<file path="config.mk">
export PLATFORM = sky130hd
export DESIGN_NAME = booth_controller
export DESIGN_NICKNAME = d
export VERILOG_FILES = /design/src/rtl/booth_controller.sv
export SDC_FILE = /design/constraint.sdc
export NUM_CORES = 1
export LEC_CHECK = 0
export BUFFER_PORTS_ARGS = -buffer_cell sky130_fd_sc_hd__buf_2
export CAP_MARGIN = 40
export CORE_MARGIN = 2
export CORE_UTILIZATION = 50
export CTS_CLUSTER_DIAMETER = 100
export CTS_CLUSTER_SIZE = 16
export DETAILED_ROUTE_END_ITERATION = 12
export GPL_TIMING_DRIVEN = 0
export PLACE_DENSITY_LB_ADDON = 0.2
export SYNTH_ARGS = -nofsm -noshare
export SYNTH_HDL_FRONTEND = slang
export SYNTH_SLANG_ARGS = --single-unit
</file>
<file path="constraint.sdc">
create_clock -name clk -period 2.65 [get_ports clk]
set_input_delay 0.795 -clock clk [delete_from_list [all_inputs] [get_ports clk]]
set_output_delay 0.795 -clock clk [all_outputs]
set_load 0.01 [all_outputs]
</file>
<file path="src/rtl/booth_controller.sv">
// Radix-2 Booth multiplication sequencer: one init, REG_WIDTH test/arith/shift iterations, then a done pulse.
// Define BOOTH_CTL_ABORT_EN to add an abort input that returns a busy sequence to IDLE.
module booth_controller #(
    parameter int unsigned REG_WIDTH = 8
) (
    input  logic clk,
    input  logic rst,
    input  logic start,
`ifdef BOOTH_CTL_ABORT_EN
    input  logic abort,
`endif
    input  logic q0,
    input  logic q_m1,
    output logic ctl_init,
    output logic ctl_load,
    output logic ctl_add,
    output logic ctl_sub,
    output logic ctl_shift,
    output logic busy,
    output logic done
);

    localparam int unsigned CNT_WIDTH = $clog2(REG_WIDTH + 1);

    typedef enum logic [2:0] {
        S_IDLE  = 3'd0,
        S_INIT  = 3'd1,
        S_TEST  = 3'd2,
        S_ARITH = 3'd3,
        S_SHIFT = 3'd4,
        S_DONE  = 3'd5
    } state_e;

    typedef enum logic {
        OP_ADD = 1'b0,
        OP_SUB = 1'b1
    } op_e;

    state_e               state_q, state_d;
    op_e                  op_q, op_d;
    logic [CNT_WIDTH-1:0] cnt_q, cnt_d;
    logic                 abort_c;
    logic                 in_seq_c;

    logic ctl_init_d, ctl_load_d, ctl_add_d, ctl_sub_d, ctl_shift_d, busy_d, done_d;

`ifdef BOOTH_CTL_ABORT_EN
    assign abort_c = abort;
`else
    assign abort_c = 1'b0;
`endif

    assign in_seq_c = (state_q == S_INIT) || (state_q == S_TEST) ||
                      (state_q == S_ARITH) || (state_q == S_SHIFT);

    // Next-state, operation and iteration counter
    always_comb begin
        state_d = state_q;
        op_d    = op_q;
        cnt_d   = cnt_q;
        case (state_q)
            S_IDLE: begin
                if (start) state_d = S_INIT;
            end
            S_INIT: begin
                cnt_d   = CNT_WIDTH'(REG_WIDTH);
                state_d = S_TEST;
            end
            S_TEST: begin
                case ({q0, q_m1})
                    2'b10: begin
                        op_d    = OP_SUB;
                        state_d = S_ARITH;
                    end
                    2'b01: begin
                        op_d    = OP_ADD;
                        state_d = S_ARITH;
                    end
                    default: state_d = S_SHIFT;
                endcase
            end
            S_ARITH: begin
                state_d = S_SHIFT;
            end
            S_SHIFT: begin
                cnt_d   = cnt_q - CNT_WIDTH'(1);
                state_d = (cnt_q == CNT_WIDTH'(1)) ? S_DONE : S_TEST;
            end
            S_DONE: begin
                state_d = S_IDLE;
            end
            default: begin
                state_d = S_IDLE;
            end
        endcase
        if (abort_c && in_seq_c) begin
            state_d = S_IDLE;
        end
    end

    // Outputs are registered copies of the decode of the upcoming state
    always_comb begin
        ctl_init_d  = 1'b0;
        ctl_load_d  = 1'b0;
        ctl_add_d   = 1'b0;
        ctl_sub_d   = 1'b0;
        ctl_shift_d = 1'b0;
        busy_d      = 1'b0;
        done_d      = 1'b0;
        case (state_d)
            S_INIT: begin
                ctl_init_d = 1'b1;
                ctl_load_d = 1'b1;
                busy_d     = 1'b1;
            end
            S_TEST: begin
                busy_d = 1'b1;
            end
            S_ARITH: begin
                ctl_add_d = 1'b1;
                ctl_sub_d = (op_d == OP_SUB);
                busy_d    = 1'b1;
            end
            S_SHIFT: begin
                ctl_shift_d = 1'b1;
                busy_d      = 1'b1;
            end
            S_DONE: begin
                done_d = 1'b1;
            end
            default: begin
                busy_d = 1'b0;
            end
        endcase
    end

    always_ff @(posedge clk) begin
        if (rst) begin
            state_q   <= S_IDLE;
            op_q      <= OP_ADD;
            cnt_q     <= '0;
            ctl_init  <= 1'b0;
            ctl_load  <= 1'b0;
            ctl_add   <= 1'b0;
            ctl_sub   <= 1'b0;
            ctl_shift <= 1'b0;
            busy      <= 1'b0;
            done      <= 1'b0;
        end else begin
            state_q   <= state_d;
            op_q      <= op_d;
            cnt_q     <= cnt_d;
            ctl_init  <= ctl_init_d;
            ctl_load  <= ctl_load_d;
            ctl_add   <= ctl_add_d;
            ctl_sub   <= ctl_sub_d;
            ctl_shift <= ctl_shift_d;
            busy      <= busy_d;
            done      <= done_d;
        end
    end

    // A shift with an exhausted counter would mean the iteration count was lost
    a_no_underflow: assert property (@(posedge clk) disable iff (rst)
        (state_q == S_SHIFT) |-> (cnt_q != '0));

endmodule

</file>
== Yosys cells after proc, flatten, opt, wreduce, memory -nomap -nowiden ==
Cells that the tools add are included.
Widths: inputs -> output; s select.
Storage, ports and cells
  bits in registers: 14
  input bits: 5
  word-level logic and storage cells: 40
  output and inout bits: 7
Operators by class
  equal/unequal tests: 12
  multiplexer cells: 12
  $add $sub $neg: 1
  reduce and logical (&&, ||, !) cells: 5
  bitwise gates (word level): 1
Operator list (count)
  $pmux 3 s5: 1
  $eq 3x2->1 const B: 4
  $eq 3x3->1 const B: 3
  $mux 3: 3
  $pmux 4 s2: 1
  $eq 3x1->1 const B: 2
  $mux 1: 6
  $eq 4x1->1 const B: 1
  $reduce_or 2->1: 2
  $reduce_or 4->1: 1
  $sub 4x1->4 const B: 1
  $logic_not 3->1: 1
  $eq 2x1->1 const B: 1
  $eq 2x2->1 const B: 1
  $pmux 1 s2: 1
  $reduce_bool 2->1: 1
  $not 1->1: 1

== Depth between registers and ports, before layout ==
Gate-level depths: netlist of the first run.
  word-level depth: 7
  depth in mapped cells: 6
  gate-level depth less buffers: 6

== Worst setup path before layout of the first run ==
Ideal clock, no wire load.
  kind: input -> register
  start: input q_m1
  end: register op_q
  arrival time: 1.699 ns
  path buffers: 0
  cell stages on the path: 5
  setup time: 0.128 ns
  data required time: 2.522 ns
  setup slack: 0.824 ns
  cell sequence: inv_1 -> ha_1 -> nor3b_4 -> mux2i_1 -> nor2_1
Between the ends
  cells in the longest elaborated chain, start to end: 3
  elaborated cells between the ends (all ways): 4
  classes of those cells: eq/ne: 2; mux: 2
Ends and longest elaborated chain
  start: declaration: line 13  | input logic q_m1,
  $eq 2x1->1 or $eq 2x2->1 (tied branches): line 70  | case ({q0, q_m1})
  $pmux 1 s2 *: line 70
  $mux 1 *: line 61  | case (state_q)
  end signal: assignment: line 151  | op_q <= op_d;
  end: declaration: line 40  | op_e op_q, op_d;
Mark *: on every way between the ends. The rest lies on a longest branch, timed or not.
A chain may end at the register's enable or synchronous reset.

== Worst setup path after layout of the first run ==
  start: input q0
  end: register op_q
Between the ends
  cells in the longest elaborated chain, start to end: 3
  elaborated cells between the ends (all ways): 4
  classes of those cells: eq/ne: 2; mux: 2
Ends and longest elaborated chain
  start: declaration: line 12  | input logic q0,
  $eq 2x1->1 or $eq 2x2->1 (tied branches): line 70
  $pmux 1 s2 *: line 70
  $mux 1 *: line 61
Marked as above.

==> results of run 1 <==
==> layout make-up <==
cell class                 count  area [um2]  share of cell area [%]
inverter                       5        18.8                    2.27
multi-input combinational     47         372                    45.0
timing repair buffer          11        55.1                    6.67
sequential                    14         280                    33.9
buffer                         5        45.0                    5.45
clock buffer                   4        36.3                    4.39
tap                           15        18.8                    2.27
==> per-stage QoR <==
stage                     cell area, um2  util, %
after floorplan                      716        -
after global placement               790     59.9
after detailed placement             790     59.9
after CTS                            826     62.7
after global routing                 826     62.7
final                                826     62.7
==> worst max-delay path, stage by stage <==
cell and delay (ps):
buf_2 100, ha_1 340, nor3b_4 280, mux2i_1 290
nor2_1 60
==> layout by cell type (no fill, tap or decap), drive strengths merged, types with 2 or more instances in the layout <==
master and instances:
a21oi 4, a22oi 2, a311oi 2, buf 15, clkbuf 5, dfxtp 14, ha 3, inv 5
mux2i 2, nand2 2, nand2b 2, nor2 11, nor3 2, nor3b 2, o21ai 3
==> path summary, 6_finish.rpt <==
kind / from / endpoint / depth (start not counted)
max: q0 / op_q / 5
min: op_q / op_q / 2
max reg2reg: cnt_q[0] / ctl_add / 4
min reg2reg: op_q / op_q / 2
==> sequential cells by signal, indices dropped and copies added, names as in the netlist <==
register	count
op_q	1
busy	1
state_q	3
ctl_load	1
ctl_add	1
done	1
cnt_q	4
ctl_shift	1
ctl_sub	1
==> per-layer routing <==
metal | vias to the layer above | share of wire (%) | wire length (um) | track usage [%]
li1 | 279 | - | - | -
met1 | 251 | 45 | 530 | 18.2
met2 | 13 | 50 | 597 | 26.3
met3 | 2 | 3.5 | 42 | 3.91
met4 | 0 | 1.3 | 16 | 7.74
met5 | - | 0 | 0 | 0
==> synth_stat cells <==
library cell,n
dfxtp_1,14
nor2_1,11
inv_1,5
a21oi_1,4
buf_6,3
ha_1,3
a22oi_1,2
mux2i_1,2
nand2_1,2
nand2b_1,2
o21ai_1,2
a211oi_1,1
a21o_1,1
a2bb2oi_2,1
a311oi_1,1
a311oi_4,1
a31oi_1,1
and2b_1,1
buf_4,1
clkbuf_1,1
nand3b_2,1
nand4bb_1,1
nor3_1,1
nor3_2,1
nor3b_2,1
nor3b_4,1
nor4_1,1
nor4b_4,1
o21ai_0,1
o21bai_1,1
or2_1,1
or3b_4,1
==> cells by family after synthesis <==
| group | after synthesis |
|---|---|
| AO/OA/AOI/OAI | 16 |
| buffers and inverters | 10 |
| AND/OR/NAND/NOR | 26 |
| multiplexers | 2 |
| flip-flops | 14 |
| adder cells (fa/ha/maj) | 3 |
==> power breakdown <==
group | internal, mW | total, mW | switching (mW)
sequential | 0.222 | 0.230 | 0.00843
clock | 0.0837 | 0.158 | 0.0744
combinational | 0.0437 | 0.0904 | 0.0467
==> qor.txt, run 1 <==
Cells after Synth = 71
Drt pass-1 iters = 4
P&R area growth vs syn = 15.4%
Vias = 545
Width of the chip = 41.8 um
Main combinational cell family by area after synthesis = simple AND/OR/NAND/NOR gates
Setup violators final = 0
First-pass GRT wire length = 2.07 mm
Total power = 478 uW
Clk slew on worst S/H paths = 80 ps
Clk_lat worst skew = 290 ps
Antenna violations before repair = 0
Standard-cell row count = 13
Hold-fix buffers, CTS = 0
Fin nets = 95
Worst slack, placed = 628 ps
Critical Path Source Type = input pin
Fmax = 0.586 GHz
Crit path max fanout = 3
Cell taking the most area after synthesis = dfxtp_1
Adder-Cell Fraction of Synth Area = 5.24%
Port buffer count = 11
Max IR drop VDD = 0.281 mV
Clock Skew = 5.41 ps
Top post-synthesis cells by area = dfxtp_1 (39%), nor2_1 (5.8%), ha_1 (5.2%), buf_6 (4.7%), a311oi_4 (3.7%)
Root buffer cell = clkbuf_4
CTS Sinks = 14
DP HPWL = 885 um
Die Area = 1750 um2
Dpl cells = 97
Post-CTS Setup Inserts = 0
Final Cycle Share = 64.4%
Synth Area in Compound Gates = 18.0%
Relative slew slack = 68.5%
Mux cell area share after synthesis = 2.80%
Clk buf depth = 2
CTS tree = built
Initial DRC Count = 13
Final wirelength = 1.19 mm
Crit Path Category = in -> reg
Syn_nets = 79
Resize count post-CTS = 0
Total CTS buffers = 3
Yosys top cell area share = 39.2%
Non-Filler Instances = 101
RSZ-0062 raised after global routing = no
Hold WC Path Type = reg -> reg
Synthesized cell area = 716 um2
Vias in the first global route = 502
Total congestion overflow = 0
Fraction of layout cells with a size suffix above 1 = 31.4%
Critical Path Sink Type = flip-flop
Routed WL per cell = 11.8 um
Worst hold slack = 523 ps
Yosys reg bits = 14
Yosys warning count = 0
PD cells = 579 nW/um2
Xor/xnor cell area share of the yosys netlist = 0%
Antenna diode count = 0
Core footprint = 1320 um2
Outcome = finished clean
RD Place Congestion = 0.759
Crit path required time = 2810 ps
IO Pins = 12
Synth Area per Inst = 10.1 um2
P_leak = 0.355 nW
Post-synthesis sequential area ratio = 39.2%
Yosys cell types = 32
Largest net degree at the start of global routing = 11
Hold Vio Cnt, Final = 0
Actual slew at the worst max-slew pin = 472 ps
Htree depth = 1
Routed vias/inst = 5.40
Total of max-cap violations = 0
Arrival time at the worst endpoint = 1870 ps
Setup ws final = 944 ps
Post-Synth Simple-Gate Area = 25.9%
Initial cell density of the core = 54.3%
DRC Markers = 0
# fillers = 113
Minimum clock period after layout = 1710 ps
TNS Setup = 0 ps
Slew Limit Fails = 0
Antenna Violating Nets Remaining = 0
R2R Setup Slk = 1040 ps
Die Height = 41.8 um
GRT Total Usage = 15.6%
Note: power is estimated with default switching activity, not from simulation.
==> run 2: changes to the inputs <==
==> constraint.sdc (replaced) <==
create_clock -name clk -period 1.65 [get_ports clk]
set_input_delay 0.495 -clock clk [delete_from_list [all_inputs] [get_ports clk]]
set_output_delay 0.495 -clock clk [all_outputs]
set_load 0.01 [all_outputs]
==> qor.txt, run 2 (synthesis results as in run 1) <==
Top reg by flops = cnt_q
Total congestion overflow = 0
Largest net degree at the start of global routing = 11
Final wirelength = 1.20 mm
Placed cell area = 790 um2
Fraction of layout cells with a size suffix above 1 = 32.6%
Width of the chip = 41.8 um
Antenna diode count = 0
Multi-input logic area = 372 um2
Dpl cells = 97
Actual slew at the worst max-slew pin = 476 ps
Total CTS buffers = 3
Biggest regs = cnt_q x4, state_q x3
Final instance area = 827 um2
Die Height = 41.8 um
# fillers = 113
Max IR drop VDD = 0.453 mV
Vias in the first global route = 502
Crit path max fanout = 4
P_leak = 0.356 nW
P&R area growth vs syn = 15.6%
Util after Layout = 62.8%
CTS Sinks = 14
Commonest non-fill, non-tap cell in the layout = dfxtp_1
Clock Skew = 4.86 ps
TNS Setup = 0 ps
Die Area = 1750 um2
Port buffer count = 11
DP HPWL = 885 um
Routed vias/inst = 5.43
Root buffer cell = clkbuf_4
Hold Vio Cnt, Final = 0
Core footprint = 1320 um2
Vias = 548
Final Cycle Share = 89.4%
GRT Total Usage = 15.6%
Max reg flops = 4
Total power = 771 uW
Clk buf depth = 2
CTS tree = built
Minimum clock period after layout = 1470 ps
DRC Markers = 0
Fin nets = 95
Drt pass-1 iters = 4
Relative slew slack = 68.2%
Fmax = 0.678 GHz
Most frequent cells in the layout = dfxtp_1 (13), nor2_1 (11), buf_2 (11)
Post-CTS Setup Inserts = 0
IO Pins = 12
First-pass GRT wire length = 2.07 mm
Hold WC Path Type = in -> reg
Non-Filler Instances = 101
Crit path required time = 1830 ps
Critical Path Sink Type = flip-flop
Routed WL per cell = 11.9 um
Clk_lat worst skew = 290 ps
Slew Limit Fails = 0
Total of max-cap violations = 0
Critical Path Source Type = flip-flop
Outcome = finished clean
RSZ-0062 raised after global routing = no
Arrival time at the worst endpoint = 1650 ps
PD cells = 932 nW/um2
Antenna Violating Nets Remaining = 0
Standard-cell row count = 13
RD Place Congestion = 0.759
Register area = 282 um2
Initial DRC Count = 11
Htree depth = 1
Clk slew on worst S/H paths = 90 ps
Setup violators final = 0
Antenna violations before repair = 0
Initial cell density of the core = 54.3%
Crit Path Category = reg -> reg
==> run 2: cell counts in the layout (fill, tap and decap cells not counted) <==
Identical to the previous run, type by type.
==> run 2: per-stage QoR <==
step | hold WS, ps | setup WS (ps)
after global placement | 492 | -56.5
after CTS | 412 | 35.4
after detailed placement | 511 | -71.8
final | 417 | 176
after floorplan | 471 | 124
after global routing | 414 | 72.4
==> run 2: layer usage <==
| metal | track usage [%] | part of all wire, % |
|---|---|---|
| met4 | 7.74 | 1.3 |
| met3 | 3.91 | 4.0 |
| met2 | 26.3 | 49 |
| met1 | 18.2 | 45 |
| met5 | 0 | 0 |
==> run 2: power by group <==
group | leakage (nW) | switching (mW) | internal, mW
combinational | 0.220 | 0.0756 | 0.0705
clock | 0.0210 | 0.121 | 0.134
sequential | 0.115 | 0.0134 | 0.356
==> run 2: worst paths after layout <==
path | from | end | slack [ps] | cells after the start
max | cnt_q[1] | ctl_add | 180 | 5
min | rst | ctl_load | 420 | 2
max reg2reg | cnt_q[1] | ctl_add | 180 | 5
min reg2reg | op_q | op_q | 520 | 2
==> run 2: worst max-delay path: stages, from the launching register on <==
cell and delay, ps:
dfxtp_1 340, inv_1 80, ha_1 180, or3b_4 410, a311oi_4 270, nor2_1 90
==> run 2: layout make-up <==
class	count	area share, %
tap	15	2.27
sequential	14	34.0
timing repair buffer	11	6.66
inverter	5	2.27
buffer	5	5.45
multi-input combinational	47	44.9
clock buffer	4	4.39
==> run 2: timing repair <==
item                       CTS  global route
setup endpoints to repair    0             3
hold buffers                 0             0
hold endpoints to repair     0             0
resized for setup            0             1
